`config.mk`:
```
export PLATFORM = sky130hd
export DESIGN_NAME = instruction_encoder
export DESIGN_NICKNAME = d
export VERILOG_FILES = /design/src/rtl/instruction_encoder.sv
export SDC_FILE = /design/constraint.sdc
export NUM_CORES = 1
export LEC_CHECK = 0
export CORE_MARGIN = 4
export CORE_UTILIZATION = 30
export CTS_CLUSTER_DIAMETER = 60
export DETAILED_ROUTE_END_ITERATION = 7
export SYNTH_ARGS = -nofsm -noshare
export SYNTH_HDL_FRONTEND = slang
export SYNTH_SLANG_ARGS = --single-unit
export TNS_END_PERCENT = 100
```
`constraint.sdc`:
```
create_clock -name clk_i -period 2.41 [get_ports clk_i]
set_input_delay 0.241 -clock clk_i [delete_from_list [all_inputs] [get_ports clk_i]]
set_output_delay 0.241 -clock clk_i [all_outputs]
set_load 0.01 [all_outputs]
```
`src/rtl/instruction_encoder.sv`:
```
// RV32I instruction encoder: packs decoded fields plus a full immediate into a 32-bit word
// and streams encoded words into instruction memory at consecutive word addresses.
module instruction_encoder #(
    parameter int unsigned ADDR_WIDTH = 10,
    parameter int unsigned BASE_ADDR  = 0
) (
    input  logic                  clk_i,
    input  logic                  rst_i,
    input  logic                  start_i,
    input  logic                  req_valid_i,
    output logic                  req_ready_o,
    input  logic [2:0]            req_format_i,
    input  logic [6:0]            req_opcode_i,
    input  logic [2:0]            req_funct3_i,
    input  logic [6:0]            req_funct7_i,
    input  logic [4:0]            req_rd_i,
    input  logic [4:0]            req_rs1_i,
    input  logic [4:0]            req_rs2_i,
    input  logic [31:0]           req_imm_i,
    output logic                  wr_valid_o,
    input  logic                  wr_ready_i,
    output logic [ADDR_WIDTH-1:0] wr_addr_o,
    output logic [31:0]           wr_data_o,
    output logic [ADDR_WIDTH:0]   count_o,
    output logic                  full_o,
    output logic                  err_o,
    output logic [1:0]            err_code_o
);

    localparam int unsigned CNT_W = ADDR_WIDTH + 1;
    localparam logic [ADDR_WIDTH-1:0] LAST_ADDR = '1;

    localparam logic [2:0] FMT_R = 3'd0;
    localparam logic [2:0] FMT_I = 3'd1;
    localparam logic [2:0] FMT_S = 3'd2;
    localparam logic [2:0] FMT_B = 3'd3;
    localparam logic [2:0] FMT_U = 3'd4;
    localparam logic [2:0] FMT_J = 3'd5;

    localparam logic [1:0] ERR_NONE  = 2'd0;
    localparam logic [1:0] ERR_FMT   = 2'd1;
    localparam logic [1:0] ERR_RANGE = 2'd2;
    localparam logic [1:0] ERR_ALIGN = 2'd3;

    typedef enum logic [1:0] {
        S_IDLE  = 2'd0,
        S_RUN   = 2'd1,
        S_FULL  = 2'd2,
        S_ERROR = 2'd3
    } state_t;

    state_t                r_state;
    state_t                w_state_nxt;
    logic                  r_wr_valid;
    logic [ADDR_WIDTH-1:0] r_wr_addr;
    logic [31:0]           r_wr_data;
    logic [CNT_W-1:0]      r_count;
    logic                  r_full;
    logic                  r_err;
    logic [1:0]            r_err_code;

    logic        w_drain;
    logic        w_last_pending;
    logic        w_ready;
    logic        w_accept;
    logic        w_fmt_bad;
    logic        w_misalign;
    logic        w_range_bad;
    logic [1:0]  w_chk_code;
    logic [31:0] w_word;

    assign w_drain        = r_wr_valid && wr_ready_i;
    // The word at the last address must not be followed by another: the address never wraps.
    assign w_last_pending = r_wr_valid && (r_wr_addr == LAST_ADDR);
    assign w_ready        = (r_state == S_RUN) && !start_i && (!r_wr_valid || wr_ready_i)
                            && !w_last_pending;
    assign w_accept       = req_valid_i && w_ready;

    assign w_fmt_bad  = (req_format_i > FMT_J) || (req_opcode_i[1:0] != 2'b11);
    assign w_misalign = ((req_format_i == FMT_B) || (req_format_i == FMT_J)) && req_imm_i[0];

    // Immediate range check and first-failure-wins error cause
    always_comb begin
        w_range_bad = 1'b0;
        w_chk_code  = ERR_NONE;
        case (req_format_i)
            FMT_I, FMT_S: w_range_bad = (req_imm_i != {{20{req_imm_i[11]}}, req_imm_i[11:0]});
            FMT_B:        w_range_bad = (req_imm_i != {{19{req_imm_i[12]}}, req_imm_i[12:0]});
            FMT_J:        w_range_bad = (req_imm_i != {{11{req_imm_i[20]}}, req_imm_i[20:0]});
            FMT_U:        w_range_bad = (req_imm_i[11:0] != 12'd0);
            default:      w_range_bad = 1'b0;
        endcase
        if (w_fmt_bad) begin
            w_chk_code = ERR_FMT;
        end else if (w_misalign) begin
            w_chk_code = ERR_ALIGN;
        end else if (w_range_bad) begin
            w_chk_code = ERR_RANGE;
        end
    end

    // Scatter the immediate into its format-specific bit positions
    always_comb begin
        w_word = 32'd0;
        case (req_format_i)
            FMT_R: w_word = {req_funct7_i, req_rs2_i, req_rs1_i, req_funct3_i, req_rd_i, req_opcode_i};
            FMT_I: w_word = {req_imm_i[11:0], req_rs1_i, req_funct3_i, req_rd_i, req_opcode_i};
            FMT_S: w_word = {req_imm_i[11:5], req_rs2_i, req_rs1_i, req_funct3_i,
                             req_imm_i[4:0], req_opcode_i};
            FMT_B: w_word = {req_imm_i[12], req_imm_i[10:5], req_rs2_i, req_rs1_i, req_funct3_i,
                             req_imm_i[4:1], req_imm_i[11], req_opcode_i};
            FMT_U: w_word = {req_imm_i[31:12], req_rd_i, req_opcode_i};
            FMT_J: w_word = {req_imm_i[20], req_imm_i[10:1], req_imm_i[11], req_imm_i[19:12],
                             req_rd_i, req_opcode_i};
            default: w_word = 32'd0;
        endcase
    end

    always_ff @(posedge clk_i or posedge rst_i) begin
        if (rst_i) begin
            r_state <= S_IDLE;
        end else begin
            r_state <= w_state_nxt;
        end
    end

    always_comb begin
        w_state_nxt = r_state;
        if (start_i) begin
            w_state_nxt = S_RUN;
        end else if (r_state == S_RUN) begin
            if (w_accept && (w_chk_code != ERR_NONE)) begin
                w_state_nxt = S_ERROR;
            end else if (w_drain && (r_wr_addr == LAST_ADDR)) begin
                w_state_nxt = S_FULL;
            end
        end
    end

    // Output register, address/count tracking and sticky error
    always_ff @(posedge clk_i or posedge rst_i) begin
        if (rst_i) begin
            r_wr_valid <= 1'b0;
            r_wr_addr  <= '0;
            r_wr_data  <= 32'd0;
            r_count    <= '0;
            r_full     <= 1'b0;
            r_err      <= 1'b0;
            r_err_code <= ERR_NONE;
        end else if (start_i) begin
            r_wr_valid <= 1'b0;
            r_wr_addr  <= ADDR_WIDTH'(BASE_ADDR);
            r_count    <= '0;
            r_full     <= 1'b0;
            r_err      <= 1'b0;
            r_err_code <= ERR_NONE;
        end else begin
            if (w_drain) begin
                r_count <= r_count + CNT_W'(1);
                if (r_wr_addr == LAST_ADDR) begin
                    r_full <= 1'b1;
                end else begin
                    r_wr_addr <= r_wr_addr + ADDR_WIDTH'(1);
                end
            end
            if (w_accept && (w_chk_code == ERR_NONE)) begin
                r_wr_valid <= 1'b1;
                r_wr_data  <= w_word;
            end else if (w_drain) begin
                r_wr_valid <= 1'b0;
            end
            if (w_accept && (w_chk_code != ERR_NONE)) begin
                r_err      <= 1'b1;
                r_err_code <= w_chk_code;
            end
        end
    end

    assign req_ready_o = w_ready;
    assign wr_valid_o  = r_wr_valid;
    assign wr_addr_o   = r_wr_addr;
    assign wr_data_o   = r_wr_data;
    assign count_o     = r_count;
    assign full_o      = r_full;
    assign err_o       = r_err;
    assign err_code_o  = r_err_code;

endmodule

```
After elaboration in Yosys (flattened, before gate mapping)
Index checks and enable logic that the tools add are counted.
{ "totals": {"regBits": 60, "latchBits": 0, "mem_bits_rw": 0, "romBits": 0, "input_bits": 72, "out_inout_bits": 59, "elab_cells": 79, "n_memories": 0} }
{ "op_classes": {"addsub": 2, "n_mul": 0, "n_div": 0, "order_cmp": 1, "eq_ne": 12, "shifts": 0, "n_mux": 24, "bitwise": 1, "reduce_logical": 31} }
{ "op_table": {"columns": ["cell", "n"], "rows": [
  ["case mux 32 bit (6 select lines)", 1],
  ["two-way mux 10 bit", 3],
  ["two-way mux 11 bit", 2],
  ["!= test 20 bit", 1],
  ["!= test 19 bit", 1],
  ["two-way mux 2 bit", 9],
  ["nonzero test 12 bit", 1],
  ["adder 11 x 1 -> 11 bit, second input constant", 1],
  ["!= test 11 bit", 1],
  ["adder 10 x 1 -> 10 bit, second input constant", 1],
  ["equality test 10 bit, second input constant", 1],
  ["logical AND 1 bit", 10],
  ["nonzero test 2 bit", 5],
  ["two-way mux 1 bit", 8],
  ["AND reduction 2 bit", 4],
  ["equality test 3 x 2 -> 1 bit, second input constant", 2],
  ["equality test 3 bit, second input constant", 2],
  ["nonzero test 3 bit", 2],
  ["!= test 2 bit, second input constant", 2],
  ["case mux 1 bit (4 select lines)", 1],
  ["equality test 3 x 1 -> 1 bit, second input constant", 1],
  ["> comparator 3 bit, second input constant", 1],
  ["zero test 1 bit", 3],
  ["zero test 3 bit", 1],
  ["other kinds (5)", 7]
]} }

Depth between registers and ports, before layout
{ "logic_depth": {"depth_word": 11, "depth_mapped": 9} }

Worst setup path after synthesis
Ideal clock, no wire load.
{ "synth_timing": {"path_type": "in2reg", "from": "in req_imm_i[24]", "to": "reg r_wr_data[31] (netlist: wr_data_o[31])", "setup_time_ns": 0.127, "arrival_ns": 2.543, "slack_ns": -0.261, "stages": 8, "path_buffers": 2, "cell_sequence": "or4_1 -> or4_1 -> o311a_1 -> a32oi_2 -> and4b_1 -> buf_6 -> buf_12 -> mux2_1"} }
{ "synth_between": {"elab_chain_len": 8} }
{ "synth_lines": {"columns": ["element", "line", "rtl"], "rows": [
  ["start, declared", "19", "input logic [31:0] req_imm_i,"],
  ["!= test 20 bit (tied with other cells)", "87", "FMT_I, FMT_S: w_range_bad = (req_imm_i != {{20{req_imm_i[11]}}, req_imm_i[11:0]});"],
  ["case mux 1 bit (4 select lines) (*)", "86", "case (req_format_i)"],
  ["two-way mux 2 bit (*)", "97", "end else if (w_range_bad) begin"],
  ["two-way mux 2 bit (*)", "95", "end else if (w_misalign) begin"],
  ["two-way mux 2 bit (*)", "93", "if (w_fmt_bad) begin"],
  ["zero test 2 bit (*)", "166", "if (w_accept && (w_chk_code == ERR_NONE)) begin"],
  ["logical AND 1 bit (*)", "166", null],
  ["AND reduction 2 bit (no source line) (*)", null, null],
  ["end signal, assigned", "168", "r_wr_data <= w_word;"],
  ["end, declared", "56", "logic [31:0] r_wr_data;"]
]} }
Mark *: on every way between the ends. The rest lies on a longest branch, timed or not.
A chain may end at the register's enable or synchronous reset.

Worst setup path after layout
{ "layout_timing": {"from": "in req_imm_i[28]", "to": "reg r_wr_data[12] (netlist: wr_data_o[12])"} }
Same word-level chain as after synthesis.

==> results.json <==
{
  "outcome": "complete, but fails checks",
  "violations": "negative setup slack",
  "postRouteAntennaNets": 0,
  "synth_top_area_share_pct": 43.0,
  "dieArea_um2": 13400,
  "io_buffers": 130,
  "setup_viol": 33,
  "clk_latency_ns": 0.33,
  "hold_viol": 0,
  "grt_pass1_vias": 3614,
  "synth_cell_types": 46,
  "rsz0062_at_grt": "yes",
  "coreArea_um2": 11400,
  "timing.setup.tns_ns": -3.97,
  "required_ns": 2.62,
  "cts_max_level": 3,
  "synth-edff-count": 0,
  "fmax_mhz": 385,
  "min_period_ns": 2.60,
  "leakage_nw": 2.57,
  "synth.most_common_cell": "dfrtp_1",
  "drv_cap": 0,
  "synthesis.nets": 443,
  "cp_max_fo": 5,
  "overflow": 0,
  "initial_core_util_pct": 30.6,
  "route.detailed.drc": 0,
  "powerDensity_nw_per_um2": 614,
  "fp-row-count": 39,
  "yosys.area.top_type": "dfrtp_1",
  "layout_setup_ws_ns": -0.189,
  "worst-r2r-setup-slack_ns": -0.10,
  "yosys-top-cells-count": "60 x dfrtp_1, 45 x nand2_1, 33 x nor2_1",
  "worst_pin_slew_ns": 0.536,
  "endpoint_kind": "flip-flop",
  "fin_crit_sh_pct": 108,
  "drt-vias-per-instance": 4.82,
  "holdCritPathClass": "in2async",
  "ios": 131,
  "syn_area_per_cell_um2": 9.46,
  "worstPathArrival_ns": 2.81,
  "totalWireLength_um": 11700,
  "ys_ff_latch": 60,
  "clockBufferDepth": 2,
  "num_vias": 3382,
  "grt_max_degree": 26,
  "avgRoutedWirePerCell_um": 16.6,
  "report.power.total_w": 0.00357,
  "yosysWarningCount": 0,
  "ys_top_cells_by_area": "dfrtp_1 43%, mux2_4 8.6%, nand2_1 4.8%",
  "drive_gt1_share_pct": 22.2,
  "cts_tree": "yes",
  "numCtsBuffers": 9,
  "netlist_instances": 369,
  "placed_cell_area_um2": 5250,
  "grtUsageTotal_pct": 17.7,
  "postSynth.asyncResetShare_pct": 100,
  "place.gp.congestion": 0.802,
  "synth_top_flop_cell": "dfrtp_1",
  "dr.pass1.iters": 4,
  "clock-skew-final_ns": 0.00697,
  "cts.sinks": 60,
  "ir_worst_vdd_uv": 425,
  "r2r-start": "wr_addr_o[0]",
  "clk_pin_slew_ns": 0.05,
  "root_buffer": "clkbuf_16",
  "syn_area_um2": 3490,
  "crit_path_start": "req_imm_i[28]",
  "final_area_um2": 5820,
  "antenna_found_initial": 1,
  "reg2reg_depth": 12,
  "area_delta_synth_final_pct": 66.8,
  "post-place-ws_ns": -0.790,
  "drtIter0Drc": 100,
  "grt_pass1_wl_um": 18400,
  "yosysSeqAreaShare_pct": 43.0,
  "crit_type": "in2reg",
  "dp_hpwl_um": 8710,
  "dp.cells": 671,
  "slew_headroom_pct": 64.2,
  "slew_viol_final": 0,
  "nNetsFinal": 627,
  "critPathLaunchType": "input pin",
  "cp-endpoint": "wr_data_o[12]",
  "fp.dieW_um": 116,
  "finalNonFillerCells": 702,
  "die_h_um": 116,
  "timing.rr.end": "wr_data_o[0]"
}
## state kept, by name, indices dropped and copies added, names as in the netlist
signal / cells
wr_data_o: 32
full_o: 1
wr_addr_o: 10
wr_valid_o: 1
err_code_o: 2
r_state: 2
err_o: 1
count_o: 11
## critical path, cell delays in order
cell,delay (ns)
buf_6,0.09
or4_4,0.53
or4_4,0.44
o311a_1,0.38
a32oi_2,0.16
and4b_2,0.30
buf_12,0.12
buf_12,0.11
buf_8,0.13
mux2_4,0.30
## timing repair
action | CTS | global route
buffers inserted | 15 | 6
hold buffers | 0 | 0
pin swaps | 6 | 7
gates resized for setup | 36 | 14
setup endpoints to repair | 35 | 38
endpoints found under the hold margin | 0 | 0
cloned | 1 | 0
## final cells by class
type                       instances  area [µm²]
timing repair buffer             193        1880
fill                            1064        5600
clock inverter                     3        68.8
inverter                          26        97.6
clock buffer                      13         260
tap                              143         179
antenna                            1        2.50
sequential                        60        1500
multi-input combinational        263        1830
## per-stage QoR
| step | hold WS [ns] | utilization (%) |
|---|---|---|
| global route | 0.344 | 51.0 |
| finish | 0.288 | 51.0 |
| detailed placement | 0.460 | 45.9 |
| CTS | 0.307 | 50.9 |
| floorplan | 0.378 | - |
| global placement | 0.470 | 45.9 |
## worst min-delay path by stage
stage / start / endpoint / slack, ns / depth (start not counted)
6_report: rst_i / count_o[7] / 0.29 / 2
5_1_grt: rst_i / count_o[6] / 0.34 / 2
4_1_cts: rst_i / count_o[6] / 0.31 / 2
3_5_place_dp: wr_data_o[1] / wr_data_o[1] / 0.46 / 1
3_3_place_gp: wr_data_o[7] / wr_data_o[7] / 0.47 / 1
2_1_floorplan: req_opcode_i[2] / wr_data_o[2] / 0.38 / 2
## layout by cell type (no fill, tap or decap), drive strengths merged, types with 7 or more instances in the layout
| cell | instances |
|---|---|
| clkbuf | 13 |
| nor2b | 8 |
| o21ai | 29 |
| clkdlybuf4s50 | 121 |
| nor4 | 7 |
| inv | 26 |
| nor2 | 33 |
| buf | 66 |
| nand4 | 12 |
| mux2 | 28 |
| nand2 | 45 |
| a21oi | 19 |
| dfrtp | 60 |
| xor2 | 12 |
| mux2i | 13 |
## logic make-up after synthesis
group                    Yosys count  synth area share, %
XOR/XNOR                          17                 4.26
multiplexers                      41                 14.9
AO/OA/AOI/OAI                     69                 11.9
buffers and inverters             46                 6.70
flip-flops                        60                 43.0
AND/OR/NAND/NOR                  134                 18.5
adder cells (fa/ha/maj)            2                0.716
## layer usage
layer	up-vias	track usage, %	wire length, µm
met4	0	8.43	365
met1	1606	21.8	4940
li1	1659	-	-
met3	20	3.45	656
met5	-	0	0
met2	97	29.6	5730
## power by group
group	leakage [nW]	switching [W]	internal, W
Combinational	1.62	0.000342	0.000577
Sequential	0.790	0.0000871	0.00114
Clock	0.160	0.000458	0.000964
Power figures use the tool's default switching activity.
